### config.mk
export PLATFORM = sky130hd
export DESIGN_NAME = switch_out_port_queue
export DESIGN_NICKNAME = d
export VERILOG_FILES = /design/src/rtl/switch_out_port_queue.sv
export SDC_FILE = /design/constraint.sdc
export NUM_CORES = 1
export LEC_CHECK = 0
export ABC_CLOCK_PERIOD_IN_PS = 8340
export CAP_MARGIN = 40
export CORE_AREA = 4 4 155 157
export CTS_CLUSTER_DIAMETER = 80
export DETAILED_ROUTE_END_ITERATION = 12
export DIE_AREA = 0 0 159 161
export HOLD_SLACK_MARGIN = 0.06
export PLACE_DENSITY = 0.51
export SYNTH_ARGS = -nofsm -noshare
export SYNTH_HDL_FRONTEND = slang
export SYNTH_SLANG_ARGS = --single-unit
### constraint.sdc
create_clock -name clk -period 8.34 [get_ports clk]
set_clock_uncertainty 0.1 [all_clocks]
set_input_delay 1.251 -clock clk [delete_from_list [all_inputs] [get_ports clk]]
set_output_delay 1.251 -clock clk [all_outputs]
set_load 0.1 [all_outputs]
### src/rtl/switch_out_port_queue.sv
// Output-port queue: circular buffer with first-word-fall-through head register,
// overflow drop reporting and flush. Define OUT_PORT_STATS_EN to enable drop/underflow counters.
module switch_out_port_queue #(
    parameter int DATA_W    = 8,
    parameter int DEPTH     = 16,
    parameter int AFULL_LVL = 14
) (
    input  logic                       clk,
    input  logic                       rst,
    input  logic                       flush,
    input  logic                       wr_en,
    input  logic [DATA_W-1:0]          wr_data,
    output logic                       wr_full,
    output logic                       wr_afull,
    output logic                       wr_drop,
    output logic [DATA_W-1:0]          port_out,
    output logic                       port_ready,
    input  logic                       port_read,
    output logic [$clog2(DEPTH):0]     level,
    output logic [15:0]                drop_cnt,
    output logic [15:0]                unf_cnt
);

    localparam int AW = $clog2(DEPTH);
    localparam int LW = AW + 1;
    localparam logic [LW-1:0] DEPTH_L = LW'(DEPTH);
    localparam logic [LW-1:0] AFULL_L = LW'(AFULL_LVL);

    logic [DATA_W-1:0] mem [DEPTH];
    logic [AW-1:0]     rd_ptr, wr_ptr, rd_n, wr_n;
    logic [LW-1:0]     lvl_n;
    logic [DATA_W-1:0] head_n;
    logic              pop, push, drop;

    // Handshake: the consumer pops the head on a posedge where port_read && port_ready;
    // the fabric's write is taken unless the queue is full and not popping that same edge.
    always_comb begin
        pop    = port_read && port_ready;
        push   = wr_en && !flush && ((level != DEPTH_L) || pop);
        drop   = wr_en && !flush && (level == DEPTH_L) && !pop;
        rd_n   = pop  ? rd_ptr + AW'(1) : rd_ptr;
        wr_n   = push ? wr_ptr + AW'(1) : wr_ptr;
        lvl_n  = level + LW'(push) - LW'(pop);
        // When the queue drains to nothing this edge, the incoming word becomes the head.
        head_n = (push && (level == LW'(pop))) ? wr_data : mem[rd_n];
        if (flush) begin
            rd_n  = '0;
            wr_n  = '0;
            lvl_n = '0;
        end
    end

    always_ff @(posedge clk) begin
        if (push) mem[wr_ptr] <= wr_data;
    end

    always_ff @(posedge clk or posedge rst) begin
        if (rst) begin
            rd_ptr     <= '0;
            wr_ptr     <= '0;
            level      <= '0;
            port_ready <= 1'b0;
            port_out   <= '0;
            wr_full    <= 1'b0;
            wr_afull   <= 1'b0;
            wr_drop    <= 1'b0;
        end else begin
            rd_ptr     <= rd_n;
            wr_ptr     <= wr_n;
            level      <= lvl_n;
            port_ready <= (lvl_n != '0);
            wr_full    <= (lvl_n == DEPTH_L);
            wr_afull   <= (lvl_n >= AFULL_L);
            wr_drop    <= drop;
            if (lvl_n != '0) port_out <= head_n;
        end
    end

`ifdef OUT_PORT_STATS_EN
    logic unf;
    assign unf = port_read && !port_ready && !flush;

    // Saturating statistics, cleared only by reset.
    always_ff @(posedge clk or posedge rst) begin
        if (rst) begin
            drop_cnt <= '0;
            unf_cnt  <= '0;
        end else begin
            if (drop && (drop_cnt != 16'hFFFF)) drop_cnt <= drop_cnt + 16'd1;
            if (unf && (unf_cnt != 16'hFFFF))   unf_cnt  <= unf_cnt + 16'd1;
        end
    end
`else
    assign drop_cnt = '0;
    assign unf_cnt  = '0;
`endif

endmodule

Word-level counts from Yosys, hierarchy flattened
Memories as Yosys holds them, arrays and structs flattened.
Index checks and enable logic that the tools add are counted.
{"block": "classes", "n_addsub": 4, "multipliers": 0, "n_div": 0, "order_cmp": 1, "eq_ne": 4, "shift": 0, "n_mux": 8, "n_bitwise": 0, "n_reduce_logical": 11}
{"cell": "4-bit 2-to-1 mux", "count": 4}
{"cell": "5-bit equality test (second input constant)", "count": 2}
{"cell": "4-bit by 1-bit adder with 4-bit output (second input constant)", "count": 2}
{"cell": "8-bit 2-to-1 mux", "count": 1}
{"cell": "1-bit logical AND", "count": 6}
{"cell": "5-bit by 1-bit adder with 5-bit output", "count": 1}
{"cell": "5-bit by 1-bit equality test with 1-bit output", "count": 1}
{"cell": "5-bit by 4-bit >= comparator with 1-bit output (second input constant)", "count": 1}
{"cell": "5-bit 2-to-1 mux", "count": 1}
{"cell": "5-bit inequality test (second input constant)", "count": 1}
{"cell": "5-bit nonzero test", "count": 1}
{"cell": "5-bit by 1-bit subtractor with 5-bit output", "count": 1}
{"cell": "1-bit logical NOT", "count": 2}
{"cell": "1-bit 2-to-1 mux", "count": 2}
{"cell": "2-bit nonzero test", "count": 1}
{"cell": "1-bit logical OR", "count": 1}
{"block": "totals", "register_bits": 25, "latchBits": 0, "mem_bits_rw": 128, "romBits": 0, "in_bits": 13, "output_inout_bits": 49, "memories": 1}
{"name": "mem", "depth": 16, "word_bits": 8, "read_ports": 1, "rd_clocked_by_memory_dff": 0, "wr": 1, "line_no": "29", "text": "logic [DATA_W-1:0] mem [DEPTH];"}

Logic depth before layout (Yosys ltp)
Gate-level depths: netlist of run 1.
{"block": "logic_depth", "depth_word": 7, "ltp_mapped": 18}

Worst setup path before layout of run 1
Ideal clock, no wire load.
{"block": "synth_timing", "kind": "reg2reg", "from": "register level[2]", "to": "register port_out[1]", "arrival_time_ps": 4033, "required_ps": 8148, "path_slack_ps": 4115, "path_stages_with_launch": 18, "n_path_buf": 2, "cell_sequence": "dfrtp_1 > inv_1 > ha_1 > nand2b_1 > nor3b_1 > a21oi_1 > inv_1 > ha_1 > inv_1 > ha_1 > fa_1 > a21oi_1 > o21bai_1 > xnor2_1 > a31o_2 > buf_2 > buf_2 > o31ai_2"}
{"block": "synth_between", "elab_chain_len": 7, "word_cells_on_any_way": 10, "classes_between": "2 x add/sub; 2 x eq/ne; 2 x mux; 4 x reduce/logical"}
{"item": "start: declaration", "line_no": "19", "text": "output logic [$clog2(DEPTH):0] level,"}
{"item": "start signal: assignment", "line_no": "70", "text": "level <= lvl_n;"}
{"item": "5-bit inequality test", "line_no": "39", "text": "push = wr_en && !flush && ((level != DEPTH_L) || pop);"}
{"item": "1-bit logical OR", "line_no": "39"}
{"item": "1-bit logical AND", "line_no": "39"}
{"item": "5-bit by 1-bit adder with 5-bit output", "line_no": "43", "text": "lvl_n = level + LW'(push) - LW'(pop);"}
{"item": "5-bit by 1-bit subtractor with 5-bit output", "line_no": "43"}
{"item": "5-bit 2-to-1 mux", "line_no": "46", "text": "if (flush) begin"}
{"item": "5-bit nonzero test", "line_no": "75", "text": "if (lvl_n != '0) port_out <= head_n;"}
{"item": "end signal: assignment", "line_no": "75"}
{"item": "end: declaration", "line_no": "16", "text": "output logic [DATA_W-1:0] port_out,"}
Parallel ways exist; a longest one is shown, timed or not.
A chain may end at the register's enable or synchronous reset.

Final worst setup path of run 1
{"block": "layout_timing", "from": "input flush", "to": "register port_out[6]"}
{"block": "layout_between", "elab_chain_len": 7, "word_cells_on_any_way": 9, "classes_between": "2 x add/sub; 2 x mux; 5 x reduce/logical"}
{"item": "start: declaration", "line_no": "10", "text": "input logic flush,"}
{"item": "1-bit logical NOT", "line_no": "39"}
{"item": "1-bit logical AND (2 in a row)", "line_no": "39"}
{"item": "5-bit by 1-bit adder with 5-bit output", "line_no": "43"}
{"item": "5-bit by 1-bit subtractor with 5-bit output", "line_no": "43"}
{"item": "5-bit 2-to-1 mux", "line_no": "46"}
{"item": "5-bit nonzero test", "line_no": "75"}
Parallel ways exist; a longest one is shown, timed or not.

==> results of run 1 <==
-- per-stage QoR --
stage	util (%)	worst slack [ps]
2_1_floorplan	-	4120
3_3_place_gp	36.2	3390
3_5_place_dp	37.6	3200
4_1_cts	40.6	3670
5_1_grt	40.6	3280
6_report	40.6	3630
-- state kept, by name, indices dropped and copies added, names as in the netlist --
name,count
rd_ptr,4
level,5
wr_afull,1
wr_drop,1
port_ready,1
port_out,8
wr_full,1
wr_ptr,4
mem,128
-- per-layer routing --
metal,vias to the layer above,routed length (um)
met4,0,482
li1,2269,-
met2,132,9180
met1,2489,8650
met5,-,0
met3,35,666
-- cell type report --
type | count | share of cell area [%]
clock buffers | 18 | 4.69
well taps | 285 | 3.90
multi-input cells | 398 | 32.2
inverters | 12 | 0.492
flip-flops and latches | 153 | 48.9
clock inverters | 13 | 2.74
repair buffers | 53 | 7.03
-- cells by family after synthesis --
family / count (synthesis) / share of synthesized area (%)
other: 1 / 0.0482
AOI/OAI and AO/OA: 114 / 9.85
adders and majority gates: 12 / 2.02
DFF: 153 / 57.4
muxes: 128 / 16.5
xor gates and xnor gates: 10 / 1.22
buffers and inverters: 76 / 6.22
and+or+nand+nor: 102 / 6.78
-- layout by cell type, fill, tap and decap left out, types with 2 or more instances in the layout --
cell and instances:
sky130_fd_sc_hd__buf_12 2, sky130_fd_sc_hd__nand2b_1 2, sky130_fd_sc_hd__clkinvlp_4 3, sky130_fd_sc_hd__xor2_1 4, sky130_fd_sc_hd__nand3_1 2, sky130_fd_sc_hd__o21ai_0 2, sky130_fd_sc_hd__clkdlybuf4s50_1 29, sky130_fd_sc_hd__dfrtp_1 24
sky130_fd_sc_hd__and2_1 16, sky130_fd_sc_hd__a21oi_1 13, sky130_fd_sc_hd__clkbuf_16 17, sky130_fd_sc_hd__nor2b_1 3, sky130_fd_sc_hd__ha_1 11, sky130_fd_sc_hd__nor3_1 3, sky130_fd_sc_hd__bufinv_16 7, sky130_fd_sc_hd__o31ai_1 8
sky130_fd_sc_hd__edfxtp_1 128, sky130_fd_sc_hd__nor2_1 48, sky130_fd_sc_hd__a21o_1 2, sky130_fd_sc_hd__buf_8 17, sky130_fd_sc_hd__a21oi_4 2, sky130_fd_sc_hd__o22ai_1 64, sky130_fd_sc_hd__buf_4 4, sky130_fd_sc_hd__conb_1 32
sky130_fd_sc_hd__inv_1 12, sky130_fd_sc_hd__xnor2_1 5, sky130_fd_sc_hd__a22oi_1 16, sky130_fd_sc_hd__mux2i_1 128, sky130_fd_sc_hd__nor3_2 2, sky130_fd_sc_hd__nand2_1 14
-- power breakdown --
| group | total [W] | leakage (nW) | internal (W) | switching, W |
|---|---|---|---|---|
| sequential | 0.000949 | 1.48 | 0.000880 | 0.0000689 |
| clock | 0.000886 | 0.320 | 0.000588 | 0.000298 |
| combinational | 0.00109 | 1.36 | 0.000395 | 0.000695 |
-- tightest hold or removal path, cell delays in order (launching register included) --
cell,delay [ps]
sky130_fd_sc_hd__dfrtp_1,360
sky130_fd_sc_hd__nand2_1,60
sky130_fd_sc_hd__o31ai_1,60
-- worst min-delay path by stage --
stage	endpoint	cells after the start	startpoint
after floorplan	wr_ptr[3]$_DFFE_PP0P_	1	wr_ptr[3]$_DFFE_PP0P_
after global placement	port_out[7]$_DFFE_PP0P_	2	port_out[7]$_DFFE_PP0P_
after detailed placement	port_out[7]$_DFFE_PP0P_	2	port_out[7]$_DFFE_PP0P_
after CTS	port_out[7]$_DFFE_PP0P_	2	port_out[7]$_DFFE_PP0P_
after global routing	port_out[7]$_DFFE_PP0P_	2	port_out[7]$_DFFE_PP0P_
final	port_out[7]$_DFFE_PP0P_	2	port_out[7]$_DFFE_PP0P_
==> impl_metrics.ini, run 1 <==
[outcome]
run_status = finished, final reports clean

[floorplan]
die_w_um = 159
core_um2 = 22500
floorplan.initialDensity_pct = 34.6
die_h_um = 161
rows = 55
fp.dieArea_um2 = 25600
top_level_ports = 62

[placed_design]
port_buffers = 29
place_congestion = 0.806
post_dp_cell_area_um2 = 8470
post-place-cells = 901
detailed_place_hpwl_um = 12300

[grt]
pin_count_of_the_biggest_net_entering_global_routing = 47
first_global_vias = 5017
grt_pass1_wl_um = 28800
grt_use_total_pct = 14.9
globalRouteOverflowTotal = 0
grt.met1_usage_pct = 18.7
grt_util_met3_pct = 2.63
grt_antenna_before_repair = 0
highest_utilization_routing_layer_at_the_global_route_stage = met2
gr-usage-met2_pct = 25.1

[finish]
multi_input_comb_area_um2 = 2950
diodes = 0
ff_latch_area_um2 = 4470
layout-area-overhead-vs-synth_pct = 17.5
finish.cell_count_without_fillers = 932
fin_nets = 660
final.fill_count = 2025
drive_gt1_share_pct = 10.8
postLayoutCellArea_um2 = 9150

[setup_path]
start_kind = primary input
critical-path-slowest-cell = sky130_fd_sc_hd__clkdlybuf4s50_1
required_ps = 8560
critical-path-max-stage-delay_ps = 700
type_of_element_capturing_the_critical_path = register
criticalPathCategory = primary input to register
crit_chain = clkdlybuf4s50_1 -> nand2b_1 -> a21oi_1 -> inv_1 -> ha_1 -> inv_1 -> ha_1 -> fa_1 -> a21oi_1 -> o21bai_1 -> xnor2_1 -> a31o_2 -> nand2_1 -> o31ai_1
crit_end = port_out[6]$_DFFE_PP0P_
critical_path_cell_count = 14
timing.rr.start = level[3]$_DFF_PP0_
cp_num_buf_inv = 3
regToRegSetupSlack_ps = 4620
cp-startpoint = flush
critical_path_arrival_ps = 4930
critical_path.reg2reg.endpoint = port_out[6]$_DFFE_PP0P_
reg2regPathDepth = 16
critPathTopFamily = compound AO/OA/AOI/OAI gates
crit_fanout = 17

[clock_network]
htree_levels = 4
cts.hold.buffers_added = 0
clock_tree.root_cell = sky130_fd_sc_hd__clkbuf_16
setup_fix_buffers_added_after_clock_tree_synthesis = 0
cts_sinks = 153
tritoncts.num_buffers = 17
worst_skew_pair.late_latency_ps = 420
max-clock-path-buffers = 2
cts_tree = yes
cts-resized-gates = 0
clkTransAtPathRegs_ps = 60

[route]
route.final.wire_length_um = 19000
avgViaCountPerCell = 5.28
detail_route.drc_violations = 0
wl_per_cell_um = 20.4
detail_route.first_pass.iterations = 5
vias = 4925
drt_iter0_drc = 244
route.antenna.remaining_nets = 0

[pwr]
vdd_drop_max_mv = 0.148
pwr_density_cell_nw_per_um2 = 320
power.static_leakage_nw = 3.16
fin_total_pwr_w = 0.00293

[logic_synthesis]
yosysWarningCount = 0
synth_top_flop_cell = sky130_fd_sc_hd__edfxtp_1
netlist.area_leader.share_pct = 49.4
synth_edf_count = 128
synth_common_cells = sky130_fd_sc_hd__edfxtp_1, sky130_fd_sc_hd__mux2i_1, sky130_fd_sc_hd__o22ai_1
post_synth_instance_area_um2 = 7790
async_reset_ff_share_pct = 16.3
ys_seq_area_share_pct = 57.4
biggest_area_contributors_in_the_synthesized_netlist = sky130_fd_sc_hd__edfxtp_1, sky130_fd_sc_hd__mux2i_1, sky130_fd_sc_hd__dfrtp_1
synth_cell_type_count = 49
syn_area_per_cell_um2 = 13.1
cells_after_synthesis = 596
synth_seq_cells = 153
synth_top_area_cell = sky130_fd_sc_hd__edfxtp_1

[sta]
achievable-frequency_ghz = 0.212
final-hold-violation-count = 0
min_period_over_period_pct = 56.4
final_max_slew_viol_count = 0
grt_setup_unrepaired = no
totalNegativeSetupSlack_ps = 0
hold-worst-slack_ps = 407
max_slew.worst_pin.slew_ps = 788
period_minus_slack_ps = 4710
final-setup-viol-count = 0
timing.slew.headroom_pct = 47.3

[job]
maximum_capacitance_violations = 0

[worst_hold_path]
hold_path_class = register to register
Note: power is estimated with default switching activity, not from simulation.
==> inputs of run 2 (changes only) <==
--- a/config.mk
+++ b/config.mk
@@ -5,14 +5,14 @@
 export SDC_FILE = /design/constraint.sdc
 export NUM_CORES = 1
 export LEC_CHECK = 0
-export ABC_CLOCK_PERIOD_IN_PS = 8340
+export ABC_CLOCK_PERIOD_IN_PS = 4300
 export CAP_MARGIN = 40
 export CORE_AREA = 4 4 155 157
 export CTS_CLUSTER_DIAMETER = 80
 export DETAILED_ROUTE_END_ITERATION = 12
 export DIE_AREA = 0 0 159 161
 export HOLD_SLACK_MARGIN = 0.06
-export PLACE_DENSITY = 0.51
+export PLACE_DENSITY = 0.53
 export SYNTH_ARGS = -nofsm -noshare
 export SYNTH_HDL_FRONTEND = slang
 export SYNTH_SLANG_ARGS = --single-unit
==> constraint.sdc (replaced) <==
create_clock -name clk -period 4.3 [get_ports clk]
set_clock_uncertainty 0.1 [all_clocks]
set_input_delay 0.645 -clock clk [delete_from_list [all_inputs] [get_ports clk]]
set_output_delay 0.645 -clock clk [all_outputs]
set_load 0.1 [all_outputs]
==> run 2 against run 1 <==
Clock-buffer cell count unchanged. Sequential cell count is the same. Sequential power up 90%. Routed wire length down 3.0%. Setup slack worse by 2900 ps. Worst hold slack improved by 10 ps. Design area is 0.51% lower. Largest cell class unchanged.
==> impl_metrics.ini, run 2 (synthesized netlist as in run 1, its figures left out) <==
[sta]
achievable-frequency_ghz = 0.277
period_minus_slack_ps = 3610
totalNegativeSetupSlack_ps = 0
timing.slew.headroom_pct = 34.6
min_period_over_period_pct = 83.9
final-setup-viol-count = 0
hold-worst-slack_ps = 417
final_max_slew_viol_count = 0
grt_setup_unrepaired = no
final-hold-violation-count = 0
max_slew.worst_pin.slew_ps = 982

[pwr]
p_comb_share_pct = 38.3
pwr_density_cell_nw_per_um2 = 611
internal-power_w = 0.00351
power.static_leakage_nw = 3.12
power.share.clock_pct = 29.4
power.switching_fraction_pct = 36.9
net-switching-power_w = 0.00205
share_of_power_burned_in_registers_pct = 32.3
vdd_drop_max_mv = 0.365

[worst_hold_path]
hold_path_class = register to register
hold_crit_endpoint = port_out[7]$_DFFE_PP0P_
hold_start = port_out[7]$_DFFE_PP0P_
hold-path-cell-count = 2

[clock_network]
tritoncts.num_buffers = 17
cts-resized-gates = 0
cts_sinks = 153
worst_skew_pair.late_latency_ps = 430
setup_fix_buffers_added_after_clock_tree_synthesis = 0
max-clock-path-buffers = 2
clkTransAtPathRegs_ps = 60
clock_tree.root_cell = sky130_fd_sc_hd__clkbuf_16
cts.hold.buffers_added = 0
cts_tree = yes
htree_levels = 4

[setup_path]
type_of_element_capturing_the_critical_path = register
crit_chain = clkdlybuf4s50_1 -> nand2_4 -> a21oi_1 -> inv_1 -> ha_1 -> inv_1 -> ha_1 -> fa_1 -> a21oi_1 -> o21bai_1 -> xnor2_1 -> a31o_2 -> o31ai_1
required_ps = 4510
critical_path_arrival_ps = 3810
critical-path-max-stage-delay_ps = 650
cp_num_buf_inv = 3
timing.rr.start = level[3]$_DFF_PP0_
crit_fanout = 17
start_kind = primary input
critical_path.reg2reg.endpoint = port_out[4]$_DFFE_PP0P_
critical-path-slowest-cell = sky130_fd_sc_hd__clkdlybuf4s50_1
criticalPathCategory = primary input to register
reg2regPathDepth = 15
regToRegSetupSlack_ps = 790
critPathTopFamily = compound AO/OA/AOI/OAI gates

[outcome]
run_status = finished, final reports clean

[route]
avgViaCountPerCell = 5.24
vias = 4894
detail_route.first_pass.iterations = 5
wl_per_cell_um = 19.7
route.antenna.remaining_nets = 0
route.final.wire_length_um = 18400
detail_route.drc_violations = 0
drt_iter0_drc = 275

[finish]
layout-area-overhead-vs-synth_pct = 16.9
final.fill_count = 2097
max_flop_register = mem
finish.cell_count_without_fillers = 934
layout.cells.most_common_list = sky130_fd_sc_hd__mux2i_1, sky130_fd_sc_hd__edfxtp_1, sky130_fd_sc_hd__o22ai_1
layout_top_registers = mem: 128 flops, port_out: 8 flops, level: 5 flops
diodes = 0
fin_nets = 661
postLayoutCellArea_um2 = 9100
drive_gt1_share_pct = 11.2
largest_register_ff_count = 128

[placed_design]
detailed_place_hpwl_um = 11500
port_buffers = 29
place_congestion = 0.762
post_dp_cell_area_um2 = 8450
post-place-cells = 902

[floorplan]
die_w_um = 159
die_h_um = 161
fp.dieArea_um2 = 25600
top_level_ports = 62
rows = 55
floorplan.initialDensity_pct = 34.6
core_um2 = 22500

[job]
maximum_capacitance_violations = 0

[grt]
pin_count_of_the_biggest_net_entering_global_routing = 130
grt_use_total_pct = 14.3
globalRouteOverflowTotal = 0
first_global_vias = 4945
grt_pass1_wl_um = 28000
grt_antenna_before_repair = 0
## run 2: cell types whose count changed in the layout (fill, tap and decap cells not counted)
cell and change:
sky130_fd_sc_hd__buf_12 -1, sky130_fd_sc_hd__buf_16 -1, sky130_fd_sc_hd__buf_4 +2, sky130_fd_sc_hd__buf_8 +1, sky130_fd_sc_hd__bufinv_16 -2, sky130_fd_sc_hd__clkinv_1 -1
sky130_fd_sc_hd__clkinv_2 -1, sky130_fd_sc_hd__clkinvlp_4 +3, sky130_fd_sc_hd__inv_6 +2
## run 2: metrics by stage
step	setup slack (ps)	power, W	util [%]
final	694	0.00556	40.4
after global routing	463	0.00579	40.4
after CTS	706	0.00559	40.4
after detailed placement	277	0.00396	37.5
after global placement	470	0.00370	36.3
after floorplan	75.4	0.00335	-
## run 2: area by class of cell
type	instances	area, um2	share of cell area, %
inverter	12	45.0	0.495
sequential	153	4470	49.2
clock buffer	18	429	4.72
multi-input combinational	398	2950	32.4
timing repair buffer	54	626	6.87
clock inverter	14	221	2.43
tap	285	357	3.92
## run 2: power groups by stage
stage,Combinational [W],Sequential [W],Clock (W)
floorplan,0.00108,0.00227,0
global placement,0.00187,0.00183,0
detailed placement,0.00213,0.00183,0
CTS,0.00214,0.00180,0.00166
global route,0.00226,0.00181,0.00172
finish,0.00213,0.00180,0.00163
## run 2: worst reg2reg max path: stages (launching register included)
cell and delay [ps]:
sky130_fd_sc_hd__dfrtp_1 380, sky130_fd_sc_hd__inv_1 80, sky130_fd_sc_hd__ha_1 180, sky130_fd_sc_hd__nand2b_1 180, sky130_fd_sc_hd__nor3b_1 100, sky130_fd_sc_hd__a21oi_1 190, sky130_fd_sc_hd__inv_1 100, sky130_fd_sc_hd__ha_1 280
sky130_fd_sc_hd__inv_1 40, sky130_fd_sc_hd__ha_1 200, sky130_fd_sc_hd__fa_1 420, sky130_fd_sc_hd__a21oi_1 180, sky130_fd_sc_hd__o21bai_1 100, sky130_fd_sc_hd__xnor2_1 150, sky130_fd_sc_hd__a31o_2 380, sky130_fd_sc_hd__o31ai_1 330
## run 2: worst max-delay path by stage
| stage | from | cells after the start | to | slack, ps |
|---|---|---|---|---|
| 2_1_floorplan | level[2]$_DFF_PP0_ | 17 | port_out[1]$_DFFE_PP0P_ | 80 |
| 3_3_place_gp | port_read | 13 | port_out[2]$_DFFE_PP0P_ | 470 |
| 3_5_place_dp | port_read | 14 | port_out[3]$_DFFE_PP0P_ | 280 |
| 4_1_cts | port_read | 13 | port_out[4]$_DFFE_PP0P_ | 710 |
| 5_1_grt | port_read | 14 | port_out[3]$_DFFE_PP0P_ | 460 |
| 6_report | port_read | 13 | port_out[4]$_DFFE_PP0P_ | 690 |
## run 2: metal layers
layer  track usage [%]  vias up  share of wire (%)
met1              18.3     2466                 45
li1                  -     2285                  -
met3              2.58       19                4.6
met2              25.0      124                 49
met4              4.42        0                1.2
met5                 0        -                  0
